### config.mk
export PLATFORM = sky130hd
export DESIGN_NAME = bram_write_datapath
export DESIGN_NICKNAME = d
export VERILOG_FILES = /design/src/rtl/bram_write_datapath.sv
export SDC_FILE = /design/constraint.sdc
export NUM_CORES = 1
export LEC_CHECK = 0
export CAP_MARGIN = 25
export CORE_UTILIZATION = 45
export DETAILED_ROUTE_END_ITERATION = 10
export PLACE_DENSITY = 0.72
export SLEW_MARGIN = 20
export SYNTH_ARGS = -nofsm -noshare
export SYNTH_HDL_FRONTEND = slang
export SYNTH_SLANG_ARGS = --single-unit
### constraint.sdc
create_clock -name clk -period 4.1 [get_ports clk]
set_clock_uncertainty 0.15 [all_clocks]
set_input_delay 0.41 -clock clk [delete_from_list [all_inputs] [get_ports clk]]
set_output_delay 0.41 -clock clk [all_outputs]
set_load 0.05 [all_outputs]
### src/rtl/bram_write_datapath.sv
// Write-side datapath for the BRAM accessor: turns an accepted valid/ready beat
// stream into consecutive BRAM writes from a captured base and reports progress.
module bram_write_datapath #(
  parameter int unsigned CNT_BIT = 31,
  parameter int unsigned DWIDTH  = 32,
  parameter int unsigned AWIDTH  = 17
) (
  input  logic               clk,
  input  logic               reset,
  input  logic               start_i,
  input  logic [CNT_BIT-1:0] run_count_i,
  input  logic [AWIDTH-1:0]  base_addr_i,
  input  logic               run_i,
  input  logic               s_valid_i,
  input  logic [DWIDTH-1:0]  s_data_i,
  output logic               s_ready_o,
  output logic [CNT_BIT-1:0] cnt_o,
  output logic [AWIDTH-1:0]  addr_o,
  output logic               ce_o,
  output logic               we_o,
  output logic [DWIDTH-1:0]  d_o,
  output logic               busy_o,
  output logic               done_o
);

  localparam logic [CNT_BIT-1:0] CNT_ONES = {CNT_BIT{1'b1}};
  localparam logic [CNT_BIT-1:0] CNT_ONE  = CNT_BIT'(1);

  logic [CNT_BIT-1:0] n_q, n_d;
  logic [AWIDTH-1:0]  base_q, base_d;
  logic [CNT_BIT-1:0] cnt_q, cnt_d;
  logic [AWIDTH-1:0]  addr_q, addr_d;
  logic [DWIDTH-1:0]  data_q, data_d;
  logic               wr_q, wr_d;
  logic               busy_q, busy_d;
  logic               done_q, done_d;

  logic               last_c;
  logic               ready_c;
  logic               accept_c;
  logic [CNT_BIT-1:0] cnt_inc_c;

  // cnt starts at -1, so reaching N-1 means exactly N beats were accepted.
  assign last_c    = (cnt_q == (n_q - CNT_ONE));
  assign ready_c   = busy_q & run_i & ~last_c;
  assign accept_c  = s_valid_i & ready_c;
  assign cnt_inc_c = cnt_q + CNT_ONE;

  always_comb begin
    n_d    = n_q;
    base_d = base_q;
    cnt_d  = cnt_q;
    addr_d = addr_q;
    data_d = data_q;
    wr_d   = 1'b0;
    busy_d = busy_q;
    done_d = 1'b0;

    if (!busy_q) begin
      if (start_i) begin
        n_d    = run_count_i;
        base_d = base_addr_i;
        cnt_d  = CNT_ONES;
        busy_d = 1'b1;
      end
    end else if (last_c) begin
      busy_d = 1'b0;
      done_d = 1'b1;
    end else if (accept_c) begin
      cnt_d  = cnt_inc_c;
      addr_d = base_q + AWIDTH'(cnt_inc_c);
      data_d = s_data_i;
      wr_d   = 1'b1;
    end
  end

  always_ff @(posedge clk or posedge reset) begin
    if (reset) begin
      n_q    <= '0;
      base_q <= '0;
      cnt_q  <= CNT_ONES;
      addr_q <= '0;
      data_q <= '0;
      wr_q   <= 1'b0;
      busy_q <= 1'b0;
      done_q <= 1'b0;
    end else begin
      n_q    <= n_d;
      base_q <= base_d;
      cnt_q  <= cnt_d;
      addr_q <= addr_d;
      data_q <= data_d;
      wr_q   <= wr_d;
      busy_q <= busy_d;
      done_q <= done_d;
    end
  end

  assign s_ready_o = ready_c;
  assign cnt_o     = cnt_q;
  assign addr_o    = addr_q;
  assign ce_o      = wr_q;
  assign we_o      = wr_q;
  assign d_o       = data_q;
  assign busy_o    = busy_q;
  assign done_o    = done_q;

endmodule

==> flow_summary.toml <==
[outcome]
status = "complete, no violations"

[power]
peakVddDrop_v = 0.000415
power.total_mw = 6.47
seq_power_share_pct = 30.5
switching_share_pct = 40.0
power.leakage_nw = 4.34
power_density_nw_per_um2 = 634
power_switching_mw = 2.59
p_comb_share_pct = 42.4
internal_power_mw = 3.88
p_clk_share_pct = 27.1

[placed_design]
dpl.hpwl_um = 14300
dp_slack_ns = 0.292
gp_congestion = 0.915
post_dp_cell_area_um2 = 9480
port-buffer-count = 169

[logic_synthesis]
ys.flop_type = "dfrtp_1"
yosysSeqAreaShare_pct = 43.7
synth_mux_area_share_pct = 8.07
synth-simple-area-share_pct = 21.8
ys_ff_latch = 131
synthAdderAreaFrac_pct = 3.23
yosys-top-cells-area = "dfrtp_1 33%, dfstp_2 11%, nand2_1 8.1%, mux2_1 7.1%, xor2_1 3.9%"
syn_inst = 793
synth_top_family_by_area = "simple AND/OR/NAND/NOR gates"
synth_most_common_cell = "nand2_1"
yosys.area_share.xor_xnor_pct = 7.81
async_flop_share_pct = 100
synth-edff-count = 0
synth_cell_types = 69
synth_top_area_share_pct = 33.0
synth_compound_area_share_pct = 11.8
yosys_warnings = 0
ys_top_cells_by_count = "164 x nand2_1, 100 x dfrtp_1, 48 x mux2_1"
yosysTopAreaCell = "dfrtp_1"
syn_nets = 897
synth_area_um2 = 7580
syn_avg_cell_area_um2 = 9.56

[worst_setup_path]
slowest_stage = "dfrtp_2"
critical_path.top_delay_family = "simple AND/OR/NAND/NOR gates"
slowest_delay_ns = 0.48
crit_arrival_ns = 3.41
start_kind = "flip-flop"
crit_type = "reg2out"
crit_top_cell = "buf_4"
cp_cell_sequence = "nor4_2, buf_4, and4_2, nand2_2, o311a_1, nor4b_1, nand4bb_1, nor4_2, buf_4, nor2_1, buf_4"
cp.buffers_inverters = 3
end_kind = "primary output"
cp_max_fo = 11
cp.required_ns = 3.54

[global_route]
grt_max_degree = 62
overflow = 0
antenna_found_initial = 0
grt_util_met2_pct = 38.5
grt_use_total_pct = 24.1
met1_usage_pct = 31.3
met3_usage_pct = 7.80
first_global_vias = 6548
grt_pass1_wl_um = 33300
busiest_layer = "met2"

[detailed_routing]
ant_nets = 0
routed_wl_um = 20100
drcViolationCount = 0
drtPass1Iterations = 5
via_count = 6544
viasPerCell = 5.53
routedWlPerCell_um = 17.0
drt-initial-drc-count = 405

[floorplan]
coreArea_um2 = 16500
std_cell_rows = 47
die_h_um = 132
start_util_pct = 45.9
die-width_um = 132
pin_count = 170
dieArea_um2 = 17400

[clock_tree]
clk_pin_slew_ns = 0.06
cts_sinks = 131
cts-root-buf = "clkbuf_16"
cts_buffers = 17
cts_max_level = 4
clock_latency_ns = 0.43
clockBufferDepth = 2
cts_tree = "yes"

[hold_path]
hp-class = "in2async"

[layout]
drive_above_1_share_pct = 11.6
fill_cells = 1397
area_growth_syn_to_layout_pct = 34.6
diodes = 0
finalInstanceArea_um2 = 10200
nets = 1054

[timing]
slew_viol_final = 0
layout_min_cycle_time_ns = 3.97
worst_pin_slew_ns = 0.823
max_freq_ghz = 0.252
timing.final.crit_share_pct = 96.8
finalHoldViolCount = 0
relSlewSlack_pct = 45.0
fin_ws_ns = 0.130
finalSetupViolCount = 0

[job]
cap_violations = 0
-- cell families (layout without fill, tap and decap cells) --
group	Yosys count	after routing
AND/OR/NAND/NOR	336	336
flip-flops	131	131
AO/OA/AOI/OAI	127	127
XOR/XNOR	66	66
buffers and inverters	59	229
multiplexers	55	55
adder cells (fa/ha/maj)	19	19
-- worst paths after layout --
kind | from | endpoint | slack [ns] | cells past startpoint
setup / recovery | n_q[11]$_DFFE_PP0P_ | s_ready_o | 0.13 | 11
hold / removal | reset | d_o[6]$_DFFE_PP0P_ | 0.33 | 2
setup reg to reg | cnt_o[0]$_DFFE_PP1P_ | addr_o[16]$_DFFE_PP0P_ | 0.32 | 15
hold reg to reg | d_o[0]$_DFFE_PP0P_ | d_o[0]$_DFFE_PP0P_ | 0.34 | 1
max in group asynchronous | reset | cnt_o[17]$_DFFE_PP1P_ | 2.51 | 3
min in group clk | d_o[0]$_DFFE_PP0P_ | d_o[0]$_DFFE_PP0P_ | 0.34 | 1
-- metal layers --
metal	share of wire, %	up-vias
met5	0	-
met4	1.7	0
met3	7.8	27
met2	46	244
met1	44	3143
li1	-	3130
-- final cells by class --
cell class / instances / area, um2 / share of cell area [%]
inverter: 10 / 40.0 / 0.392
multi-input combinational: 603 / 4050 / 39.7
tap: 220 / 275 / 2.70
clock inverter: 12 / 226 / 2.22
sequential: 131 / 3320 / 32.5
clock buffer: 20 / 447 / 4.38
timing repair buffer: 187 / 1850 / 18.1
-- power groups by stage --
stage | logic, mW | registers [mW] | clock network, mW
after floorplan | 1.28 | 2.56 | 0
after global placement | 2.68 | 1.97 | 0
after detailed placement | 2.71 | 1.99 | 0
after CTS | 2.74 | 1.97 | 1.78
after global routing | 2.95 | 2.02 | 1.83
final | 2.75 | 1.97 | 1.76
-- state kept, by name, indices dropped and copies added (netlist names) --
signal  cells
addr_o     17
base_q     17
busy_o      1
ce_o        1
cnt_o      31
d_o        32
done_o      1
n_q        31
-- stage by stage --
step / utilization [%] / hold slack (ns) / instances / setup TNS (ns)
after floorplan: - / 0.300 / 793 / 0
after CTS: 61.5 / 0.338 / 1182 / 0
after detailed placement: 57.4 / 0.325 / 1150 / 0
final: 61.8 / 0.328 / 1183 / 0
after global placement: 57.4 / 0.317 / 1150 / 0
after global routing: 61.8 / 0.355 / 1183 / -0.00983
-- what timing repair did --
| action | CTS | global route |
|---|---|---|
| setup endpoints to repair | 1 | 4 |
| hold endpoints to repair | 0 | 0 |
| hold buffers | 0 | 0 |
| resized for setup | 2 | 11 |
| pin swaps | 1 | 1 |
| buffers inserted | 0 | 1 |
-- cells in the final DEF, fill, tap and decap left out, drive strengths merged, types with 6 or more instances in the layout --
cell type	netlist	final
nand3b	7	7
buf	18	19
xor2	34	34
a211oi	10	10
xnor2	31	31
nor4	11	11
a21oi	22	22
bufinv	0	6
and4	8	8
and3	20	20
a31oi	20	20
clkbuf	31	20
o21ai	23	23
dfrtp	100	100
nor2b	9	9
nand4	15	15
clkdlybuf4s50	0	168
nor3	20	20
nand2	164	164
a21o	6	6
nand3	19	19
mux2i	6	6
ha	18	18
mux2	49	49
nor2	37	37
inv	10	11
dfstp	31	31
(Power assumes the default switching activity.)
